**src/rtl/led_sequence_ctrl.sv**
```systemverilog
// Eight-LED pattern sequencer: programmable step tick driving rotate, bounce,
// fill/drain and blink patterns, with pause, load and live speed/direction.
module led_sequence_ctrl #(
  parameter int unsigned TICK_DIV = 50000000,
  parameter int unsigned CNT_W    = 27
) (
  input  logic       clk,
  input  logic       rst_n,
  input  logic [1:0] mode,
  input  logic       dir,
  input  logic [1:0] speed,
  input  logic       pause,
  input  logic       load,
  input  logic [7:0] load_val,
  output logic [7:0] led,
  output logic       step_pulse
);

  localparam logic [1:0] MODE_ROTATE = 2'b00;
  localparam logic [1:0] MODE_BOUNCE = 2'b01;
  localparam logic [1:0] MODE_FILL   = 2'b10;

  localparam logic [2:0] ST_ROT    = 3'd0;
  localparam logic [2:0] ST_BNC_UP = 3'd1;
  localparam logic [2:0] ST_BNC_DN = 3'd2;
  localparam logic [2:0] ST_FILL   = 3'd3;
  localparam logic [2:0] ST_DRAIN  = 3'd4;
  localparam logic [2:0] ST_BLINK  = 3'd5;

  logic [2:0]       state_q, state_d;
  logic [1:0]       mode_q, mode_d;
  logic [CNT_W-1:0] cnt_q, cnt_d;
  logic [7:0]       led_q, led_d;
  logic             step_q, step_d;

  logic [31:0]      period;
  logic             terminal;
  logic [2:0]       seed_state, step_state;
  logic [7:0]       seed_led, step_led;

  // >= rather than == so a mid-count speed increase steps on the next edge
  assign period   = TICK_DIV >> speed;
  assign terminal = (32'(cnt_q) >= (period - 32'd1));

  always_comb begin
    seed_state = ST_BLINK;
    seed_led   = 8'hFF;
    case (mode)
      MODE_ROTATE: begin seed_state = ST_ROT;    seed_led = 8'h01; end
      MODE_BOUNCE: begin seed_state = ST_BNC_UP; seed_led = 8'h01; end
      MODE_FILL:   begin seed_state = ST_FILL;   seed_led = 8'h00; end
      default:     begin seed_state = ST_BLINK;  seed_led = 8'hFF; end
    endcase
  end

  always_comb begin
    step_state = state_q;
    step_led   = led_q;
    case (state_q)
      ST_ROT: begin
        step_led = dir ? {led_q[0], led_q[7:1]} : {led_q[6:0], led_q[7]};
      end
      ST_BNC_UP: begin
        step_led   = led_q << 1;
        step_state = (step_led == 8'h80) ? ST_BNC_DN : ST_BNC_UP;
      end
      ST_BNC_DN: begin
        step_led   = led_q >> 1;
        step_state = (step_led == 8'h01) ? ST_BNC_UP : ST_BNC_DN;
      end
      ST_FILL: begin
        step_led   = {led_q[6:0], 1'b1};
        step_state = (step_led == 8'hFF) ? ST_DRAIN : ST_FILL;
      end
      ST_DRAIN: begin
        step_led   = {led_q[6:0], 1'b0};
        step_state = (step_led == 8'h00) ? ST_FILL : ST_DRAIN;
      end
      ST_BLINK: begin
        step_led = ~led_q;
      end
      default: begin
        step_state = ST_ROT;
        step_led   = 8'h01;
      end
    endcase
  end

  always_comb begin
    mode_d  = mode_q;
    state_d = state_q;
    led_d   = led_q;
    cnt_d   = cnt_q;
    step_d  = 1'b0;
    if (mode != mode_q) begin
      mode_d  = mode;
      cnt_d   = '0;
      state_d = seed_state;
      led_d   = seed_led;
    end else if (state_q > ST_BLINK) begin
      state_d = ST_ROT;
      led_d   = 8'h01;
      cnt_d   = '0;
    end else if (load && (state_q == ST_ROT)) begin
      led_d = load_val;
      cnt_d = '0;
    end else if (!pause) begin
      if (terminal) begin
        cnt_d   = '0;
        step_d  = 1'b1;
        state_d = step_state;
        led_d   = step_led;
      end else begin
        cnt_d = cnt_q + CNT_W'(1);
      end
    end
  end

  always_ff @(posedge clk or negedge rst_n) begin
    if (!rst_n) begin
      state_q <= ST_ROT;
      mode_q  <= MODE_ROTATE;
      cnt_q   <= '0;
      led_q   <= 8'h01;
      step_q  <= 1'b0;
    end else begin
      state_q <= state_d;
      mode_q  <= mode_d;
      cnt_q   <= cnt_d;
      led_q   <= led_d;
      step_q  <= step_d;
    end
  end

  assign led        = led_q;
  assign step_pulse = step_q;

endmodule

```
**config.mk**
```make
export PLATFORM = sky130hd
export DESIGN_NAME = led_sequence_ctrl
export DESIGN_NICKNAME = d
export VERILOG_FILES = /design/src/rtl/led_sequence_ctrl.sv
export SDC_FILE = /design/constraint.sdc
export NUM_CORES = 1
export LEC_CHECK = 0
export BUFFER_PORTS_ARGS = -buffer_cell sky130_fd_sc_hd__clkbuf_2
export CORE_UTILIZATION = 45
export DETAILED_ROUTE_END_ITERATION = 10
export GPL_TIMING_DRIVEN = 0
export MAX_ROUTING_LAYER = met4
export REMOVE_ABC_BUFFERS = 1
export SYNTH_ARGS = -nofsm -noshare
export SYNTH_HDL_FRONTEND = slang
export SYNTH_SLANG_ARGS = --single-unit
```
**constraint.sdc**
```tcl
create_clock -name clk -period 6.5 [get_ports clk]
set_clock_uncertainty 0.2 [all_clocks]
set_input_delay 0.65 -clock clk [delete_from_list [all_inputs] [get_ports clk]]
set_output_delay 0.65 -clock clk [all_outputs]
set_load 0.005 [all_outputs]
```
==> results_dict.tcl <==
set metrics [dict create \
    crit_arrival_ps 3910 \
    clkTransAtPathRegs_ps 90 \
    drcViolationCount 0 \
    syn_inst 352 \
    syn_to_final_growth_pct 7.89 \
    drive_above_1_share_pct 14.5 \
    synth.cell_area_um2 3060 \
    share_seq_of_total_power_pct 45.6 \
    wirelength_mm 7.07 \
    cp-end-kind "register" \
    die_w_um 84.5 \
    crit_path_cell_trace "clkbuf_2, nor2_1, inv_1, ha_1, ha_1, nand4_1, o22ai_1, a211o_1, o2111ai_1, nand2_1, a211o_1, mux2_4" \
    final-max-slew-violation-count 0 \
    viasPerCell 5.79 \
    status "complete, no violations" \
    yosysMostFrequentCell "nor2_1" \
    cellLeakagePower_nw 1.51 \
    worst_slack_ps 2570 \
    start_kind "input port" \
    setup_viol 0 \
    detailed_place_hpwl_mm 5.12 \
    relSlewSlack_pct 23.5 \
    cts.repair.resized 0 \
    post-route-util_pct 51.1 \
    coreArea_um2 6460 \
    synth.distinct_cells 52 \
    synthArstFlopShare_pct 100 \
    clockRootBuffer "clkbuf_8" \
    power_frac_clock_pct 22.9 \
    swShare_pct 37.5 \
    placed_cells 442 \
    initial_core_util_pct 47.4 \
    yosysTopAreaCellShare_pct 32.7 \
    grt_usage_pct 22.2 \
    avgSynthCellArea_um2 8.69 \
    row_count 29 \
    cp_num_buf_inv 2 \
    yosys.area.top_type "dfrtp_1" \
    grt-busiest-layer "met2" \
    fin_tns_setup_ps 0 \
    fin_crit_sh_pct 60.5 \
    nNetsFinal 411 \
    rsz0062_at_grt "no" \
    combPwrFrac_pct 31.5 \
    synth_edf_count 0 \
    hold_buffers 0 \
    p_per_area_nw_per_um2 221 \
    cp_slowest_cell "a211o_1" \
    antenna_cells 0 \
    tightest_slew_ps 1150 \
    ios 26 \
    yosysSeqAreaShare_pct 33.6 \
    io_buffer_count 25 \
    fin_area_um2 3300 \
    h-tree-depth 2 \
    grt.met1_usage_pct 28.6 \
    grt_pass1_wl_mm 12.2 \
    critPathKind "input port to register" \
    required_ps 6480 \
    overflow 0 \
    final_cells 450 \
    drt_iter0_drc 96 \
    place_ws_ps 2230 \
    clock.fmax_mhz 254 \
    clock-sinks 41 \
    power_mw 0.730 \
    cp_max_fo 27 \
    place_congestion 0.936 \
    yosys-top-cells-count "nor2_1 (51), dfrtp_1 (40), nand2_1 (31)" \
    cts_inserted_buffers 5 \
    grt_use_met2_pct 36.7 \
    synth.area.top_cells "dfrtp_1 (33%), ha_1 (9.0%), nor2_1 (6.3%), xor2_1 (4.3%), a21oi_1 (4.1%)" \
    first_pass_iters 4 \
    antenna_found_initial 0 \
    clock_path_buffers 2 \
    grt_max_degree 42 \
    crit_family "compound AO/OA/AOI/OAI gates" \
    clkLatencyLatePin_ps 290 \
    synth_ff_type "dfrtp_1" \
    routedWlPerCell_um 15.7 \
    min_path_type "input port to register" \
    power.internal_mw 0.457 \
    use_met3_pct 3.24 \
    ys_ff_latch 41 \
    p_sw_mw 0.274 \
    ir_worst_vdd_mv 0.125 \
    grt_pass1_vias 2547 \
    die_area_um2 7130 \
    finalHoldViolCount 0 \
    vias 2604 \
    cts_setup_buffers 0 \
    slowest_delay_ps 750 \
    max_cap_viol_count 0 \
    holdWs_ps 322 \
    die_h_um 84.5 \
    ant_nets 0 \
    tritoncts "done" \
    place_area_um2 3220 \
    yosys_warnings 0 \
    period_needed_ps 3930 \
]
cell families (layout without fill, tap and decap cells):
| logic type | Yosys count | count (layout) | share of synthesized area, % |
|---|---|---|---|
| AOI/OAI and AO/OA | 76 | 76 | 18.3 |
| xor gates and xnor gates | 23 | 23 | 6.58 |
| adders and majority gates | 23 | 23 | 9.36 |
| buffers and inverters | 29 | 49 | 4.13 |
| DFF | 41 | 41 | 33.6 |
| muxes | 9 | 9 | 4.09 |
| other | 2 | 3 | 0.245 |
| and+or+nand+nor | 149 | 149 | 23.8 |
state kept, by name (all words and copies together) (netlist names):
register / cells
cnt_q: 27
led: 8
mode_q: 2
state_q: 3
step_pulse: 1
cells in the final DEF (no fill, tap or decap), drive strengths merged, types with 3 or more instances in the layout:
cell type	Yosys	routed
a21o	3	3
a21oi	25	25
a221oi	7	7
and3	6	6
clkbuf	10	31
conb	2	3
dfrtp	40	40
ha	22	22
inv	16	16
mux2	7	7
nand2	31	31
nand2b	4	4
nand3	23	23
nand4	13	13
nor2	51	51
nor2b	5	5
nor3	7	7
nor3b	3	3
nor4	3	3
o21ai	13	13
o311ai	5	5
xnor2	8	8
xor2	15	15
routing by layer:
layer  up-vias  share of wire, %  wire (um)
met1      1239                47       3330
met3         6               3.4        242
met5         -                 0          0
met2        50                48       3410
met4         0               1.3         93
li1       1309                 -          -
worst paths after layout:
check,startpoint,end,slack (ps),depth (start not counted)
worst max-delay path,speed[0],led[5],2570,12
min in group asynchronous,rst_n,cnt_q[9],340,1
worst min-delay path,mode[0],mode_q[0],320,1
max in group asynchronous,rst_n,led[6],5130,1
worst min register to register,cnt_q[1],cnt_q[1],350,2
worst max register to register,cnt_q[5],led[5],3190,8
cell type report:
type / instances / area (um^2)
Clock inverter: 2 / 10.0
Fill cell: 615 / 3160
Multi-Input combinational cell: 283 / 1910
Sequential cell: 41 / 1030
Tap cell: 77 / 96.3
Clock buffer: 6 / 72.6
Inverter: 16 / 60.1
Timing Repair Buffer: 25 / 125
power groups by stage:
stage | logic, mW | clock network, mW | registers, mW
2_1_floorplan | 0.164 | 0 | 0.323
3_3_place_gp | 0.229 | 0 | 0.337
3_5_place_dp | 0.232 | 0 | 0.337
4_1_cts | 0.233 | 0.176 | 0.332
5_1_grt | 0.260 | 0.188 | 0.341
6_report | 0.230 | 0.167 | 0.333
worst register-to-register path, stage by stage (launching register included):
cell       delay, ps
dfrtp_1          460
ha_1             340
a21oi_1          160
o22ai_1          100
a211o_1          270
o2111ai_1        280
nand2_1          150
a211o_1          750
mux2_4           480
(Power assumes the default switching activity.)
